==> src/rtl/pc_fetch_gen.sv <==
// rtl/pc_fetch_gen.sv - program-counter generator driving the instruction-fetch request port
module pc_fetch_gen #(
    parameter int                    ADDR_WIDTH   = 32,
    parameter logic [ADDR_WIDTH-1:0] RESET_VECTOR = '0,
    parameter int                    PC_STEP      = 4,
    parameter int                    ALIGN_BITS   = 2,
    parameter int                    CNT_WIDTH    = 16
) (
    input  logic                  clk_in,
    input  logic                  rst_in,
    input  logic                  rdy_in,
    input  logic                  stall_in,
    input  logic                  br_valid_in,
    input  logic [ADDR_WIDTH-1:0] br_target_in,
    output logic                  req_valid_out,
    output logic [ADDR_WIDTH-1:0] req_addr_out,
    input  logic                  req_ready_in,
    output logic [ADDR_WIDTH-1:0] pc_out,
    output logic                  kill_out,
    output logic                  misalign_out,
    output logic [CNT_WIDTH-1:0]  fetch_cnt_out
);

    localparam logic [1:0] ST_INIT  = 2'd0;
    localparam logic [1:0] ST_RUN   = 2'd1;
    localparam logic [1:0] ST_STALL = 2'd2;
    localparam logic [1:0] ST_HALT  = 2'd3;

    // Zero mask when ALIGN_BITS=0, which disables the alignment check.
    localparam logic [ADDR_WIDTH-1:0] ALIGN_MASK =
        ADDR_WIDTH'((64'd1 << ALIGN_BITS) - 64'd1);

    logic [1:0]            state;
    logic [ADDR_WIDTH-1:0] pc;
    logic [CNT_WIDTH-1:0]  fetch_cnt;
    logic                  kill;
    logic                  misalign;
    logic                  transfer;
    logic                  target_misaligned;

    assign req_valid_out     = (state == ST_RUN);
    assign req_addr_out      = pc;
    assign pc_out            = pc;
    assign kill_out          = kill;
    assign misalign_out      = misalign;
    assign fetch_cnt_out     = fetch_cnt;
    assign transfer          = req_valid_out && req_ready_in;
    assign target_misaligned = |(br_target_in & ALIGN_MASK);

    always_ff @(posedge clk_in) begin
        if (rst_in) begin
            state     <= ST_INIT;
            pc        <= RESET_VECTOR;
            fetch_cnt <= '0;
            kill      <= 1'b0;
            misalign  <= 1'b0;
        end else if (!rdy_in) begin
            kill <= 1'b0;
        end else begin
            kill <= 1'b0;
            case (state)
                ST_INIT: begin
                    state <= ST_RUN;
                    if (br_valid_in) begin
                        pc <= br_target_in;
                    end
                end
                ST_RUN, ST_STALL: begin
                    if (br_valid_in) begin
                        if (target_misaligned) begin
                            state    <= ST_HALT;
                            misalign <= 1'b1;
                        end else begin
                            pc   <= br_target_in;
                            kill <= 1'b1;
                        end
                        // The fetch accepted alongside a redirect is real; kill covers it.
                        if (transfer) begin
                            fetch_cnt <= fetch_cnt + CNT_WIDTH'(1);
                        end
                    end else if (state == ST_RUN) begin
                        if (stall_in) begin
                            state <= ST_STALL;
                        end else if (transfer) begin
                            pc        <= pc + ADDR_WIDTH'(PC_STEP);
                            fetch_cnt <= fetch_cnt + CNT_WIDTH'(1);
                        end
                    end else if (!stall_in) begin
                        state <= ST_RUN;
                    end
                end
                default: begin
                end
            endcase
        end
    end

endmodule

==> config.mk <==
export PLATFORM = sky130hd
export DESIGN_NAME = pc_fetch_gen
export DESIGN_NICKNAME = d
export VERILOG_FILES = /design/src/rtl/pc_fetch_gen.sv
export SDC_FILE = /design/constraint.sdc
export NUM_CORES = 1
export LEC_CHECK = 0
export ABC_AREA = 1
export BUFFER_PORTS_ARGS = -buffer_cell sky130_fd_sc_hd__buf_2
export CAP_MARGIN = 20
export CORE_ASPECT_RATIO = 1.2
export CORE_UTILIZATION = 25
export CTS_BUF_LIST = sky130_fd_sc_hd__clkbuf_4
export CTS_CLUSTER_DIAMETER = 40
export DETAILED_ROUTE_END_ITERATION = 6
export GPL_TIMING_DRIVEN = 0
export PLACE_DENSITY = 0.52
export SYNTH_ARGS = -nofsm -noshare
export SYNTH_HDL_FRONTEND = slang
export SYNTH_SLANG_ARGS = --single-unit
==> constraint.sdc <==
create_clock -name clk_in -period 2.45 [get_ports clk_in]
set_input_delay 0.3675 -clock clk_in [delete_from_list [all_inputs] [get_ports clk_in]]
set_output_delay 0.3675 -clock clk_in [all_outputs]
set_load 0.02 [all_outputs]
* After elaboration in Yosys (flattened, before gate mapping) *
Index checks and enable logic that the tools add are counted.

word-level totals
  flip-flop bits (word level) = 52
  bits of input ports = 38

cells by class
  add/subtract/negate cells = 2
  equal/unequal tests = 11
  mux-type cells = 18
  bitwise operators = 3
  reduce and logical (&&, ||, !) cells = 11

operators by type and width
  cell                     number
  $mux W32                 6
  $mux W16                 4
  $pmux W32 S2             1
  $add A32 B3 Y32 const B  1
  $add A16 B1 Y16 const B  1
  $ne A3 B3 Y1 const B     5
  $mux W2                  5
  $ne A4 B4 Y1 const B     2
  $reduce_and A4 Y1        2
  $reduce_and A7 Y1        1
  $reduce_and A5 Y1        1
  $pmux W2 S2              1
  $reduce_bool A2 Y1       2
  $reduce_or A2 Y1         2
  $reduce_or A4 Y1         1
  $not A1 Y1               3
  $eq A2 B1 Y1 const B     1
  $eq A2 B2 Y1 const B     1
  $logic_not A2 Y1         1
  $ne A2 B1 Y1 const B     1
  $ne A2 B2 Y1 const B     1
  $logic_and A1 B1 Y1      1
  $mux W1                  1

* Longest topological paths before layout *
Gate-level depths: netlist of run 1.

  word-level depth = 7
  gate-level depth with buffers = 11

* Worst setup path before layout of run 1 *
OpenSTA, ideal clock, no wires.

  path kind = register to register
  from = reg state[0]
  to = reg pc[26] (netlist: pc_out[26])
  data arrival time = 1.656 ns
  setup slack = 0.723 ns
  cell stages (with the launch flop) = 12
  cells stage by stage = dfxtp_1 inv_1 ha_1 inv_2 nor2_4 inv_2 a21oi_4 nor2_4 inv_4 buf_6 nand2_1 a21oi_1

between the ends
  word-level cells in the longest chain between the ends = 4
  elaborated cells on any way between the ends = 13

ends and longest elaborated chain
  element                                                       line        text
  start, declared                                               33          logic [1:0] state;
  start signal, assigned                                        52          state <= ST_INIT;
  start signal, assigned                                        63          state <= ST_RUN;
  start signal, assigned                                        71          state <= ST_HALT;
  $eq A2 B1 Y1 or $eq A2 B2 Y1 (tied branches)                  41, 61, 81
  $reduce_or A2 Y1 or $logic_and A1 B1 Y1 (tied branches)       61, 47
  $ne A3 B3 Y1 (no line) or $reduce_bool A2 Y1 (tied branches)  n/a
  $reduce_and A7 Y1 (no line)                                   n/a
  end signal, assigned                                          65          pc <= br_target_in;
  end signal, assigned                                          74          pc <= br_target_in;
  end signal, assigned                                          85          pc <= pc + ADDR_WIDTH'(PC_STEP);
  end, declared                                                 34          logic [ADDR_WIDTH-1:0] pc;

Several ways; a longest one is shown, not always the timed one.
A chain may end at the register's enable or synchronous reset.

* Final worst setup path of run 1 *
  from = reg state[0]
  to = reg pc[27] (netlist: pc_out[27])

The elaborated chain is that of the path after synthesis.

==> results of run 1 <==
## metal layers
| metal | global-route usage | share of wire | vias up |
|---|---|---|---|
| met5 | 0 | 0.0011 | - |
| met4 | 0.0446 | 0.014 | 2 |
| met3 | 0.0364 | 0.051 | 14 |
| met2 | 0.295 | 0.49 | 106 |
| met1 | 0.199 | 0.45 | 1835 |
| li1 | - | - | 2169 |
## stage by stage
stage | instances | hold slack [ns] | utilization | instance area (sq um) | setup slack, ns
6_report | 906 | 0.178 | 0.317 | 4570 | 0.327
3_5_place_dp | 898 | 0.459 | 0.312 | 4500 | 0.365
4_1_cts | 906 | 0.151 | 0.317 | 4570 | 0.331
5_1_grt | 906 | 0.174 | 0.317 | 4570 | 0.106
3_3_place_gp | 898 | 0.466 | 0.312 | 4500 | 0.392
2_1_floorplan | 604 | 0.502 | - | 3690 | 0.723
## cell type report
type	instances	area [sq um]	share of cell area
multi-input cells	451	2100	0.461
flip-flops and latches	52	1040	0.228
repair buffers	119	596	0.130
plain buffers	50	349	0.0764
well taps	175	219	0.0479
inverters	51	194	0.0425
clock buffers	5	37.5	0.00822
clock inverters	3	26.3	0.00575
## registers in the layout (all words and copies together) (netlist names)
| signal | flops |
|---|---|
| fetch_cnt_out | 16 |
| pc_out | 32 |
| misalign_out | 1 |
| kill_out | 1 |
| state | 2 |
## worst max-delay path by stage
stage | start | endpoint | slack (ns) | cells past startpoint
2_1_floorplan | state[0] | pc_out[26] | 0.72 | 11
3_3_place_gp | state[1] | pc_out[18] | 0.39 | 10
3_5_place_dp | state[0] | pc_out[18] | 0.37 | 10
4_1_cts | state[0] | pc_out[27] | 0.33 | 11
5_1_grt | state[1] | pc_out[19] | 0.11 | 9
6_report | state[0] | pc_out[27] | 0.33 | 11
## cells in the mapped netlist, types with 4 or more instances
master	n
a21oi_1	46
buf_2	6
buf_4	33
buf_6	4
clkbuf_1	6
dfxtp_1	52
ha_1	7
inv_1	46
inv_2	4
nand2_1	179
nand3_1	49
nand4_1	8
nor2_1	78
nor2_2	5
nor3_1	21
o21ai_0	26
o21ai_1	5
or2_2	6
xor2_1	4
## logic make-up after synthesis
family,count (synthesis),synth area share
buffers and inverters,101,0.147
adder cells (fa/ha/maj),7,0.0237
AND/OR/NAND/NOR,355,0.413
XOR/XNOR,6,0.0142
AO/OA/AOI/OAI,83,0.119
flip-flops,52,0.282
## tightest hold or removal path, stage by stage
cell	delay [ns]
buf_2	0.09
nor2_1	0.04
nor2_1	0.08
## power by group through the flow
stage	combinational (mW)	sequential, mW	clock [mW]
global placement	2.64	1.45	0
floorplan	1.69	1.57	0
detailed placement	2.65	1.45	0
finish	2.64	1.43	0.471
CTS	2.66	1.43	0.501
global route	2.91	1.48	0.524
==> flow_summary.ini, run 1 <==
[sta]
clock_skew_ns = 0.0180
setup_tns_ns = 0
worst_pin_slew_ns = 0.592
final.period_utilization = 0.867
hold_viol_final = 0
clock.fmax_mhz = 471
min_period_ns = 2.12
slew_headroom = 0.605
setup_viol = 0
rsz0062_at_grt = no
finalMaxSlewViolations = 0

[route]
drtIter0Drc = 204
drt-total-wl_um = 12300
vias_per_cell = 4.55
dr_total_vias = 4126
antenna_left = 0
routedWlPerCell_um = 13.5
dr.pass1.iters = 5
drc = 0

[worst_hold_path]
hold-path-endpoint = pc_out[1]
hold_path_depth = 3
hold_path_class = in2reg
worstHoldStart = br_target_in[1]

[floorplan]
die_area_sq_um = 15200
ios = 121
start_util = 0.256
chipWidth_um = 113
fp.dieH_um = 135
core_sq_um = 14400
fp-row-count = 48

[worst_setup_path]
path_delay_family = buffers and inverters
critPathBufInv = 5
reg2reg_depth = 11
slowest_stage = dfxtp_1
endpoint_kind = flip-flop
r2r_end = pc_out[27]
crit_required_ns = 2.82
worstSetupPathType = reg2reg
crit_arrival_ns = 2.49
crit_chain = inv_1 > ha_1 > inv_2 > nor2_4 > inv_2 > a21oi_4 > nor2_4 > inv_4 > buf_6 > nand2_1 > a21oi_1
rrSetupSlack_ns = 0.33
start_kind = flip-flop
r2r-start = state[0]
worst-path-max-fanout = 10
slowest_delay_ns = 0.45

[synth]
synth_cells = 604
async_flop_share = 0
synth_seq_cells = 52
avgSynthCellArea_sq_um = 6.11
synth_cell_types = 34
synthFlopType = dfxtp_1
synth_top_area_share = 0.282
synth_enable_flop_cells = 0
synth_nets = 649
netlist_area_sq_um = 3690
synth.area.top_cells = dfxtp_1 28%, nand2_1 18%, nor2_1 7.9%
synth_area_leader_cell = dfxtp_1
yosysWarnings = 0
ys_seq_area_frac = 0.282

[global_route]
grt_usage = 0.165
grt_pass1_wl_um = 19800
grt_pass1_vias = 3933
antenna_found_initial = 1
grt_max_degree = 19
grt_overflow = 0

[finish]
n_fill_cell = 1665
layout.nets = 775
final_common_cell = nand2_1
n_antenna_cell = 0
drive_gt1_frac = 0.265
mostFrequentLayoutCells = 179 x nand2_1, 125 x buf_2, 78 x nor2_1, 52 x dfxtp_1, 49 x nand3_1
area_growth_pct = 23.8

[clock_tree]
cts_tree = yes
clock_sinks = 52
root_buffer = clkbuf_4
cts_buffers = 5
clock_path_buffers = 2
postCtsSetupBuffers = 0
h-tree-depth = 2
clkLatencyLatePin_ns = 0.44
clk_pin_slew_ns = 0.17
holdBufCountCts = 0
cts.repair.resized = 0

[power]
ir_worst_vdd_v = 0.000420
power.total_mw = 4.54
switchingPower_mw = 2.34
pwr-share-seq = 0.315
cell_internal_pwr_mw = 2.20
combPwrFrac = 0.581
swShare = 0.515
p_per_area_nw_per_um2 = 994
p_clk_frac = 0.104
p_leak_nw = 1.98

[place]
gp_congestion = 0.845
io_buffers = 119
dp_hpwl_um = 9650

[job]
maxCapViolations = 0

[status]
status = finished clean
(Power assumes the default switching activity.)
==> run 2: changes to the inputs <==
--- a/config.mk
+++ b/config.mk
@@ -17,2 +17,3 @@
 export PLACE_DENSITY = 0.52
+export RECOVER_POWER = 100
 export SYNTH_ARGS = -nofsm -noshare
==> constraint.sdc (replaced) <==
create_clock -name clk_in -period 2.45 [get_ports clk_in]
set_input_delay 0 -clock clk_in [delete_from_list [all_inputs] [get_ports clk_in]]
set_output_delay 0 -clock clk_in [all_outputs]
set_load 0.02 [all_outputs]
==> run 2 against run 1 <==
Effect of this change: final area up 5.9%; fmax decreased by 1.1%; clock skew rose by 0.0027 ns; highest routed layer is now met4; first-iteration DRC count shrank 20%.
==> flow_summary.ini, run 2 (synthesized netlist as in run 1, its figures left out) <==
[status]
status = finished clean

[sta]
worst_pin_slew_ns = 0.598
setup_tns_ns = 0
finalMaxSlewViolations = 0
slew_headroom = 0.601
min_period_ns = 2.15
final.period_utilization = 0.877
rsz0062_at_grt = no
clock_skew_ns = 0.0207
setup_viol = 0
clock.fmax_mhz = 466
hold_viol_final = 0

[place]
gp_congestion = 0.845
dp_hpwl_um = 9650
io_buffers = 119

[route]
dr_total_vias = 4292
dr.pass1.iters = 4
drc = 0
routedWlPerCell_um = 13.2
drtIter0Drc = 164
vias_per_cell = 4.55
drt-total-wl_um = 12500
antenna_left = 0

[global_route]
use_met1 = 0.203
grt_pass1_wl_um = 20400
busiest_layer = met2
grt_pass1_vias = 4157
grt_overflow = 0
met2_usage = 0.309
grt_max_degree = 19
antenna_found_initial = 0
use_met3 = 0.0287
grt_usage = 0.169

[floorplan]
fp.dieH_um = 135
ios = 121
core_sq_um = 14400
fp-row-count = 48
start_util = 0.256
chipWidth_um = 113
die_area_sq_um = 15200

[worst_setup_path]
endpoint_kind = flip-flop
rrSetupSlack_ns = 0.30
crit_arrival_ns = 2.51
r2r-start = state[0]
worstSetupPathType = reg2reg
start_kind = flip-flop
reg2reg_depth = 11
r2r_end = pc_out[27]
worst-path-max-fanout = 10
critPathLaunch = state[0]
crit_end = pc_out[27]
crit_required_ns = 2.81

[power]
p_leak_nw = 1.83
p_per_area_nw_per_um2 = 927
ir_worst_vdd_v = 0.000407

[finish]
final_common_cell = nand2_1
largest_register_ffs = 32
multi_input_area_sq_um = 2080
drive_gt1_frac = 0.153
seq_area_sq_um = 1040
n_antenna_cell = 0
n_fill_cell = 1672
layout.nets = 813
area_growth_pct = 31.1
mostFrequentLayoutCells = 179 x nand2_1, 80 x nor2_1, 78 x clkbuf_1, 52 x dfxtp_1, 51 x buf_2
final_util = 0.336

[job]
maxCapViolations = 0

[clock_tree]
cts.repair.resized = 0
clk_pin_slew_ns = 0.17
postCtsSetupBuffers = 0
clkLatencyLatePin_ns = 0.44
root_buffer = clkbuf_4
clock_path_buffers = 2
clock_sinks = 52
cts_buffers = 5
cts_tree = yes
h-tree-depth = 2

[worst_hold_path]
hold_path_class = in2reg
-- run 2: through the flow --
step | hold slack (ns) | std cells | cell area (sq um) | worst slack (ns) | power, mW
4_1_cts | 0.0375 | 944 | 4950 | 0.331 | 4.65
2_1_floorplan | 0.135 | 604 | 3690 | 0.723 | 3.26
3_5_place_dp | 0.249 | 898 | 4500 | 0.365 | 4.10
6_report | 0.196 | 944 | 4840 | 0.302 | 4.48
5_1_grt | 0.194 | 944 | 4840 | 0.0661 | 4.87
3_3_place_gp | 0.253 | 898 | 4500 | 0.392 | 4.09
-- run 2: worst max-delay path, cell delays in order, from the launching register on --
cell and delay [ns]:
dfxtp_1 0.45, inv_1 0.09, ha_1 0.36, inv_1 0.09, nor2_4 0.18, inv_2 0.14, a21oi_4 0.18, nor2_2 0.11
inv_4 0.13, buf_6 0.17, nand2_1 0.06, a21oi_1 0.14
-- run 2: layout make-up --
cell class                 count  share of cell area
multi-input combinational    451               0.431
clock inverter                 3             0.00543
clock buffer                   5             0.00776
tap                          175              0.0453
inverter                      51              0.0401
sequential                    52               0.215
timing repair buffer         157               0.183
buffer                        50              0.0722
-- run 2: power breakdown --
| group | internal (mW) | switching, mW | leakage (nW) |
|---|---|---|---|
| Sequential | 1.06 | 0.375 | 0.423 |
| Clock | 0.122 | 0.351 | 0.0362 |
| Combinational | 0.962 | 1.62 | 1.37 |
| Total | 2.14 | 2.34 | 1.83 |
-- run 2: per-layer routing --
layer / vias up / share of wire
met5: - / 0
met4: 0 / 0.010
met3: 8 / 0.041
met2: 105 / 0.49
met1: 1932 / 0.46
li1: 2247 / -
-- run 2: how the worst min path moves through the flow --
stage,start,to,slack [ns],depth (start not counted)
final,req_ready_in,pc_out[16],0.20,7
after CTS,req_ready_in,fetch_cnt_out[0],0.04,5
after global routing,req_ready_in,pc_out[16],0.19,7
after floorplan,br_target_in[0],pc_out[0],0.13,2
after detailed placement,br_target_in[1],pc_out[1],0.25,3
after global placement,br_target_in[1],pc_out[1],0.25,3
-- run 2: repair_timing --
item,4_1_cts,5_1_grt
hold buffers,38,0
hold endpoints to repair,38,0
endpoints found under the setup margin,0,0
==> run 3: changes to the inputs <==
- CORE_ASPECT_RATIO: 1.2 -> 0.6
- CORE_MARGIN: not set -> 5
==> run 3 against run 2 <==
Effect of this change: via count increased by 0.28%; count of clock-buffer cells in the layout unchanged; final area increased by 1.4%; fmax decreased by 1.2%; sequential share of layout area decreased by 0.30 points; power increased by 8.5%; routed wire length increased by 11%; non-clock buffer count decreased by 5; largest power group unchanged.
==> flow_summary.ini, run 3 (synthesized netlist as in run 1, its figures left out) <==
[worst_setup_path]
critPathLaunch = state[0]
crit_end = pc_out[16]
start_kind = flip-flop
rrSetupSlack_ns = 0.28
r2r_end = pc_out[16]
endpoint_kind = flip-flop
worstSetupPathType = reg2reg
crit_arrival_ns = 2.44
crit_required_ns = 2.72
worst-path-max-fanout = 10
reg2reg_depth = 8
r2r-start = state[0]

[clock_tree]
clock_path_buffers = 2
cts_tree = yes
root_buffer = clkbuf_4
clock_sinks = 52
clk_pin_slew_ns = 0.17
postCtsSetupBuffers = 0
cts_buffers = 5
h-tree-depth = 2
clkLatencyLatePin_ns = 0.40

[sta]
slew_headroom = 0.580
clock_skew_ns = 0.0177
setup_tns_ns = 0
min_period_ns = 2.17
finalMaxSlewViolations = 0
hold_viol_final = 0
whs_ns = 0.0364
worst_pin_slew_ns = 0.630
clock.fmax_mhz = 460
setup_viol = 0
rsz0062_at_grt = no
final.period_utilization = 0.887

[finish]
n_antenna_cell = 0
mostFrequentLayoutCells = 179 x nand2_1, 80 x nor2_1, 68 x clkbuf_1, 64 x buf_2, 52 x dfxtp_1
largest_register_ffs = 32
final_common_cell = nand2_1
n_fill_cell = 1676
drive_gt1_frac = 0.168
area_growth_pct = 33.0
layout.nets = 808
final_util = 0.339

[route]
drt-total-wl_um = 13900
routedWlPerCell_um = 14.4
antenna_left = 0
drtIter0Drc = 319
dr_total_vias = 4304
drc = 0
vias_per_cell = 4.47
dr.pass1.iters = 5

[global_route]
grt_max_degree = 17
use_met3 = 0.0353
grt_overflow = 0
met2_usage = 0.221
grt_pass1_vias = 4072
grt_pass1_wl_um = 22400
antenna_found_initial = 0
use_met1 = 0.252
grt_usage = 0.159
busiest_layer = met1

[worst_hold_path]
hold_path_class = in2reg

[floorplan]
ios = 121
die_area_sq_um = 17400
fp-row-count = 34
chipWidth_um = 167
fp.dieH_um = 104
core_sq_um = 14500
start_util = 0.255

[status]
status = finished clean

[power]
swShare = 0.497
p_per_area_nw_per_um2 = 992
cell_internal_pwr_mw = 2.45
switchingPower_mw = 2.42
pwr-share-seq = 0.305
ir_worst_vdd_v = 0.000367
p_clk_frac = 0.154
combPwrFrac = 0.541
p_leak_nw = 1.89

[place]
gp_congestion = 0.858
io_buffers = 119
dp_hpwl_um = 10700

[job]
maxCapViolations = 0
run 3: worst max-delay path, stage by stage (launching register included):
cell and delay (ns):
dfxtp_1 0.45, inv_1 0.09, ha_1 0.36, inv_1 0.09, nor2_4 0.17, clkbuf_1 0.51
nand3_1 0.20, nand2_1 0.11, a21oi_1 0.06
run 3: layout make-up:
| cell class | instances | area [sq um] | area share |
|---|---|---|---|
| Tap cell | 198 | 248 | 0.0505 |
| Multi-Input combinational cell | 451 | 2100 | 0.427 |
| Buffer | 50 | 349 | 0.0712 |
| Timing Repair Buffer | 152 | 850 | 0.173 |
| Sequential cell | 52 | 1040 | 0.212 |
| Inverter | 51 | 194 | 0.0395 |
| Clock inverter | 3 | 90.1 | 0.0184 |
| Clock buffer | 5 | 37.5 | 0.00765 |
run 3: layer usage:
| layer | vias up | share of wire |
|---|---|---|
| met4 | 0 | 0.0059 |
| met5 | - | 0 |
| met2 | 160 | 0.38 |
| li1 | 2236 | - |
| met3 | 11 | 0.079 |
| met1 | 1897 | 0.53 |
run 3: stage by stage:
step	instances	total power [mW]	cell area [sq um]	worst slack, ns
finish	962	4.86	4900	0.277
global route	962	5.24	4900	0.0749
CTS	962	4.96	4990	0.298
detailed placement	921	4.17	4530	0.332
global placement	921	4.17	4530	0.320
floorplan	604	3.26	3690	0.723
run 3: worst min path at each step:
stage / from / endpoint / depth (start not counted)
after floorplan: br_target_in[0] / pc_out[0] / 2
after global placement: br_target_in[1] / pc_out[1] / 3
after detailed placement: br_target_in[1] / pc_out[1] / 3
after global routing: br_target_in[16] / pc_out[16] / 5
final: stall_in / fetch_cnt_out[0] / 4
after CTS: stall_in / state[1] / 5
run 3: power groups by stage:
stage	clock network, mW	logic (mW)	registers (mW)
final	0.749	2.63	1.48
after global routing	0.804	2.90	1.53
after CTS	0.761	2.73	1.47
after detailed placement	0	2.68	1.49
after global placement	0	2.68	1.49
after floorplan	0	1.69	1.57
run 3: what timing repair did:
action,in CTS,in global routing
gates resized for setup,0,0
hold endpoints to repair,34,0
setup endpoints to repair,0,0
hold buffers,33,0
